===== config.mk =====
export PLATFORM = sky130hd
export DESIGN_NAME = onehot_decoder_seq
export DESIGN_NICKNAME = d
export VERILOG_FILES = /design/src/rtl/onehot_decoder_seq.sv
export SDC_FILE = /design/constraint.sdc
export NUM_CORES = 1
export LEC_CHECK = 0
export ABC_AREA = 1
export BUFFER_PORTS_ARGS = -buffer_cell sky130_fd_sc_hd__buf_2
export CAP_MARGIN = 10
export CORE_UTILIZATION = 48
export DETAILED_ROUTE_END_ITERATION = 7
export PLACE_DENSITY = 0.86
export REMOVE_ABC_BUFFERS = 1
export SYNTH_ARGS = -nofsm -noshare
export SYNTH_HDL_FRONTEND = slang
export SYNTH_SLANG_ARGS = --single-unit

===== constraint.sdc =====
create_clock -name clk -period 1.4 [get_ports clk]
set_input_delay 0.28 -clock clk [delete_from_list [all_inputs] [get_ports clk]]
set_output_delay 0.28 -clock clk [all_outputs]
set_load 0.02 [all_outputs]

===== src/rtl/onehot_decoder_seq.sv =====
// ----------------------------------------------------------------------------
// onehot_decoder_seq
//
// Decodes one-hot words from a priority encoder into a binary index and
// buffers the results in a 2-entry FIFO with valid/ready handshakes on both
// sides. A word that is not exactly one-hot (no bit set, several bits set,
// or any X/Z bit) decodes to idx=0 with err=1.
//
// Optional feature: define ONEHOT_DECODER_ERR_CNT_EN to enable a saturating
// 8-bit count of accepted illegal words on err_cnt. When it is undefined,
// err_cnt stays on the port list and is tied to zero.
//
// Ports:
//   clk        - clock, all state changes on the rising edge
//   rst_n      - synchronous active-low reset
//   in_valid   - in_y carries a word to decode
//   in_ready   - block can accept a word this cycle
//   in_y       - one-hot input word (WIDTH bits)
//   out_valid  - out_idx/out_err hold the FIFO head entry
//   out_ready  - consumer takes the head entry this cycle
//   out_idx    - binary index of the set bit (IDXW bits)
//   out_err    - head entry was not a legal one-hot word
//   err_cnt    - count of accepted illegal words (saturates at 255)
// ----------------------------------------------------------------------------
module onehot_decoder_seq #(
    parameter int WIDTH = 8,
    parameter int IDXW  = 3
) (
    input  logic             clk,
    input  logic             rst_n,
    input  logic             in_valid,
    output logic             in_ready,
    input  logic [WIDTH-1:0] in_y,
    output logic             out_valid,
    input  logic             out_ready,
    output logic [IDXW-1:0]  out_idx,
    output logic             out_err,
    output logic [7:0]       err_cnt
);

    typedef enum logic [1:0] {
        EMPTY = 2'd0,
        ONE   = 2'd1,
        FULL  = 2'd2
    } state_t;

    typedef struct packed {
        logic [IDXW-1:0] idx;
        logic            err;
    } entry_t;

    state_t state;
    entry_t head;   // oldest entry, presented on the outputs
    entry_t tail;   // second entry, only meaningful in FULL
    entry_t dec;    // decode of the current input word

    logic push;
    logic pop;

    // ------------------------------------------------------------------
    // Decoder. A bit counts as set only when it is a definite 1; any bit
    // that is neither 0 nor 1 marks the word illegal.
    // ------------------------------------------------------------------
    always_comb begin
        logic [IDXW-1:0] pos;
        logic            seen;
        logic            multi;
        logic            unknown;
        // NOTE: every variable gets a default before the loop, otherwise
        // paths that skip an assignment would infer latches.
        pos     = '0;
        seen    = 1'b0;
        multi   = 1'b0;
        unknown = 1'b0;
        for (int i = 0; i < WIDTH; i++) begin
            if (in_y[i] === 1'b1) begin
                if (seen) multi = 1'b1;
                seen = 1'b1;
                pos  = IDXW'(i);
            end else if (in_y[i] !== 1'b0) begin
                unknown = 1'b1;
            end
        end
        dec.err = !seen || multi || unknown;
        dec.idx = dec.err ? '0 : pos;
    end

    // Reset holds in_ready low so no word is taken during the reset cycle.
    assign in_ready  = rst_n && (state != FULL);
    assign out_valid = (state != EMPTY);
    assign push      = in_valid && in_ready;
    assign pop       = out_valid && out_ready;

    // Outputs are read from registers only; zeroed when nothing is held.
    assign out_idx = out_valid ? head.idx : '0;
    assign out_err = out_valid ? head.err : 1'b0;

    // ------------------------------------------------------------------
    // FIFO control. head/tail are data only and need no reset: they are
    // masked by out_valid until written.
    // ------------------------------------------------------------------
    always_ff @(posedge clk) begin
        // NOTE: state registers use non-blocking assignments so every
        // flop samples pre-edge values regardless of statement order.
        if (!rst_n) begin
            state <= EMPTY;
        end else begin
            case (state)
                EMPTY: begin
                    if (push) begin
                        head  <= dec;
                        state <= ONE;
                    end
                end
                ONE: begin
                    if (push && pop) begin
                        head <= dec;          // old head leaves, new word replaces it
                    end else if (push) begin
                        tail  <= dec;
                        state <= FULL;
                    end else if (pop) begin
                        state <= EMPTY;
                    end
                end
                FULL: begin
                    // in_ready is low here, so only a pop can happen.
                    if (pop) begin
                        head  <= tail;
                        state <= ONE;
                    end
                end
                default: state <= EMPTY;
            endcase
        end
    end

`ifdef ONEHOT_DECODER_ERR_CNT_EN
    logic [7:0] err_cnt_q;

    always_ff @(posedge clk) begin
        if (!rst_n) begin
            err_cnt_q <= 8'd0;
        end else if (push && dec.err && (err_cnt_q != 8'hFF)) begin
            err_cnt_q <= err_cnt_q + 8'd1;
        end
    end

    assign err_cnt = err_cnt_q;
`else
    assign err_cnt = 8'd0;
`endif

endmodule


==> impl_metrics.ini <==
[clocking]
numCtsBuffers = 3
clock-sinks = 10
cts_buffer_depth = 2
cts_tree = yes
clk_latency_ps = 270
clock-root-buffer = clkbuf_4
cts_max_level = 1
clk_pin_slew_ps = 70
cts_hold_buf = 0

[sta]
setup_viol = 1
fin_crit_sh_pct = 100
slew_viol_final = 0
setup_tns_ps = -2.57
skew_ps = 14.1
fmax_ghz = 0.713
setup_ws_ps = -2.57
hold_violations = 0
period_needed_ps = 1400
rsz0062_at_grt = yes

[synthesis]
synth_top_area_share_pct = 32.1
ys_seq_area_share_pct = 37.4
synth_top_family_by_area = simple AND/OR/NAND/NOR gates
synth.area.mux_share_pct = 0
synthTopCellsByArea = edfxtp_1 32%, nand2_1 9.5%, inv_1 8.5%
synth_top_area_cell = edfxtp_1
synth-compound-area-share_pct = 9.35
synth_warnings = 0
synthSimpleGateAreaFrac_pct = 35.7
synthAdderAreaFrac_pct = 0
synth_cell_types = 22
syn_area_um2 = 749
synth-xor-area-share_pct = 0
syn_area_per_cell_um2 = 7.73
synth_cells = 97
ys_seq_elements = 10

[floorplanning]
start_util_pct = 54.2
io-pin-count = 26
die_area_um2 = 1720
core_region_area_um2 = 1380
rows = 13
die_w_um = 41.5
die_h_um = 41.5

[global_route]
gr-total-overflow = 0
grt_first_pass_wirelength_um = 2240
grt_start_max_net_pins = 6
grt_pass1_vias = 591
antenna_found_initial = 0
grt_util_all_layers_pct = 17.1

[setup_path]
start_kind = flip-flop
worst_ep_arrival_time_ps = 1120
path_class = reg -> out
cp-end-kind = output pin
cp.required_ps = 1120
cp_max_fo = 4

[power_and_ir_drop]
combPwrFrac_pct = 27.5
power_density_nw_per_um2 = 807
p_switching_mw = 0.246
worst_ir_drop_vdd_v = 0.000506
seqPwrFrac_pct = 45.5
p_total_mw = 0.750
leakagePower_nw = 0.468
switching_share_pct = 32.8
clockPowerShare_pct = 27.0
p_int_mw = 0.504

[hold_path]
hold_class = in -> reg

[layout]
num_antenna_cells = 0
drive_above_1_share_pct = 41.8
final_cells = 137
nets = 136
num-fill-cells = 119
regArea_um2 = 285
syn2layout_area_growth_pct = 24.0
multi_input_area_um2 = 388

[route]
ant_nets = 0
via_per_inst = 4.78
routed_wl_um = 1430
wl_per_cell_um = 10.5
drc = 0
vias = 655
drt_iter0_drc = 6
dr.pass1.iters = 4

[outcome]
status = finished, violations left
violations = negative setup slack

[placed_design]
port_buffers = 17
place_congestion = 0.762
hpwl_um = 1090
placedCellCount = 131
post-place-ws_ps = 23.9

[job]
cap_violations = 0
-- power groups by stage --
stage	combinational [mW]	sequential, mW	clock [mW]
floorplan	0.124	0.345	0
global placement	0.183	0.346	0
detailed placement	0.189	0.347	0
CTS	0.197	0.342	0.200
global route	0.224	0.342	0.218
finish	0.206	0.341	0.202
-- worst max-delay path, cell delays in order, from the launching register on --
cell and delay [ps]:
dfxtp_2 360, inv_2 60, nand2_4 90, buf_6 110, inv_6 40, nor2_4 70
buf_6 120
-- synth_stat cells (all sizes together) --
cell type and n:
nand4 3, o22ai 1, buf 8, inv 18, a21oi 4, nand3b 1, nor3b 1, dfxtp 2
nor2 17, o21ai 5, nand3 4, edfxtp 8, nand2 24, conb 1
-- routing by layer --
metal,vias to the layer above,wire length (um),GRT usage [%],share of wire [%]
met1,285,543,15.9,38
met2,23,795,30.9,55
met3,4,68,6.96,4.7
met5,-,0,0,0
li1,343,-,-,-
met4,0,27,9.68,1.9
-- metrics by stage --
step           util, %  area, um^2  hold WS (ps)
2_1_floorplan        -         716           454
3_3_place_gp      60.9         842           507
3_5_place_dp      60.9         842           510
4_1_cts           64.7         895           305
5_1_grt           67.2         930           313
6_report          67.2         930           299
-- cell type report --
type,count,share of cell area [%]
multi-input combinational,68,41.7
sequential,10,30.7
inverter,18,7.81
tap,15,2.02
timing repair buffer,23,15.3
clock buffer,3,2.42
-- cell families (layout without fill, tap and decap cells) --
family / Yosys count / after routing
other: 1 / 8
and+or+nand+nor: 50 / 50
AOI/OAI and AO/OA: 10 / 10
buffers and inverters: 26 / 44
DFF: 10 / 10
-- registers in the layout, indices dropped and copies added, names as in the netlist --
signal and cells:
tail 4, state 2, head 4
-- placed cells by master, fill, tap and decap left out --
cell type	netlist	final
conb_1	1	8
nand3b_1	1	1
nand4_1	3	3
inv_6	0	1
o21ai_0	1	1
inv_1	17	15
a21oi_1	1	1
buf_2	0	15
nor2_1	12	8
nand3_1	3	3
o21ai_2	2	2
clkbuf_4	0	3
dfxtp_4	0	1
buf_6	0	2
nand2_1	19	19
nor3b_1	1	1
o21ai_1	2	2
dfxtp_2	0	1
nand3_2	1	1
a21oi_2	3	3
nor2_2	0	3
inv_2	1	2
nand2_4	1	2
nand2_2	4	3
edfxtp_1	8	8
o22ai_1	1	1
buf_4	8	6
nor2_4	5	6
-- worst paths after layout --
path | from | endpoint | slack, ps | cells past startpoint
worst min-delay path | out_ready | state[0]$_SDFFE_PN0P_ | 300 | 4
worst max register to register | state[0]$_SDFFE_PN0P_ | head[1]$_DFFE_PP_ | 20 | 6
worst max-delay path | state[0]$_SDFFE_PN0P_ | in_ready | -3 | 6
worst min register to register | tail[1]$_DFFE_PP_ | head[1]$_DFFE_PP_ | 520 | 2
-- what timing repair did --
action	in CTS	in global routing
gates resized for setup	9	8
endpoints found under the setup margin	5	10
buffers inserted	1	2
cloned	0	0
endpoints found under the hold margin	0	0
pin swaps	0	1
Note: power is estimated with default switching activity, not from simulation.
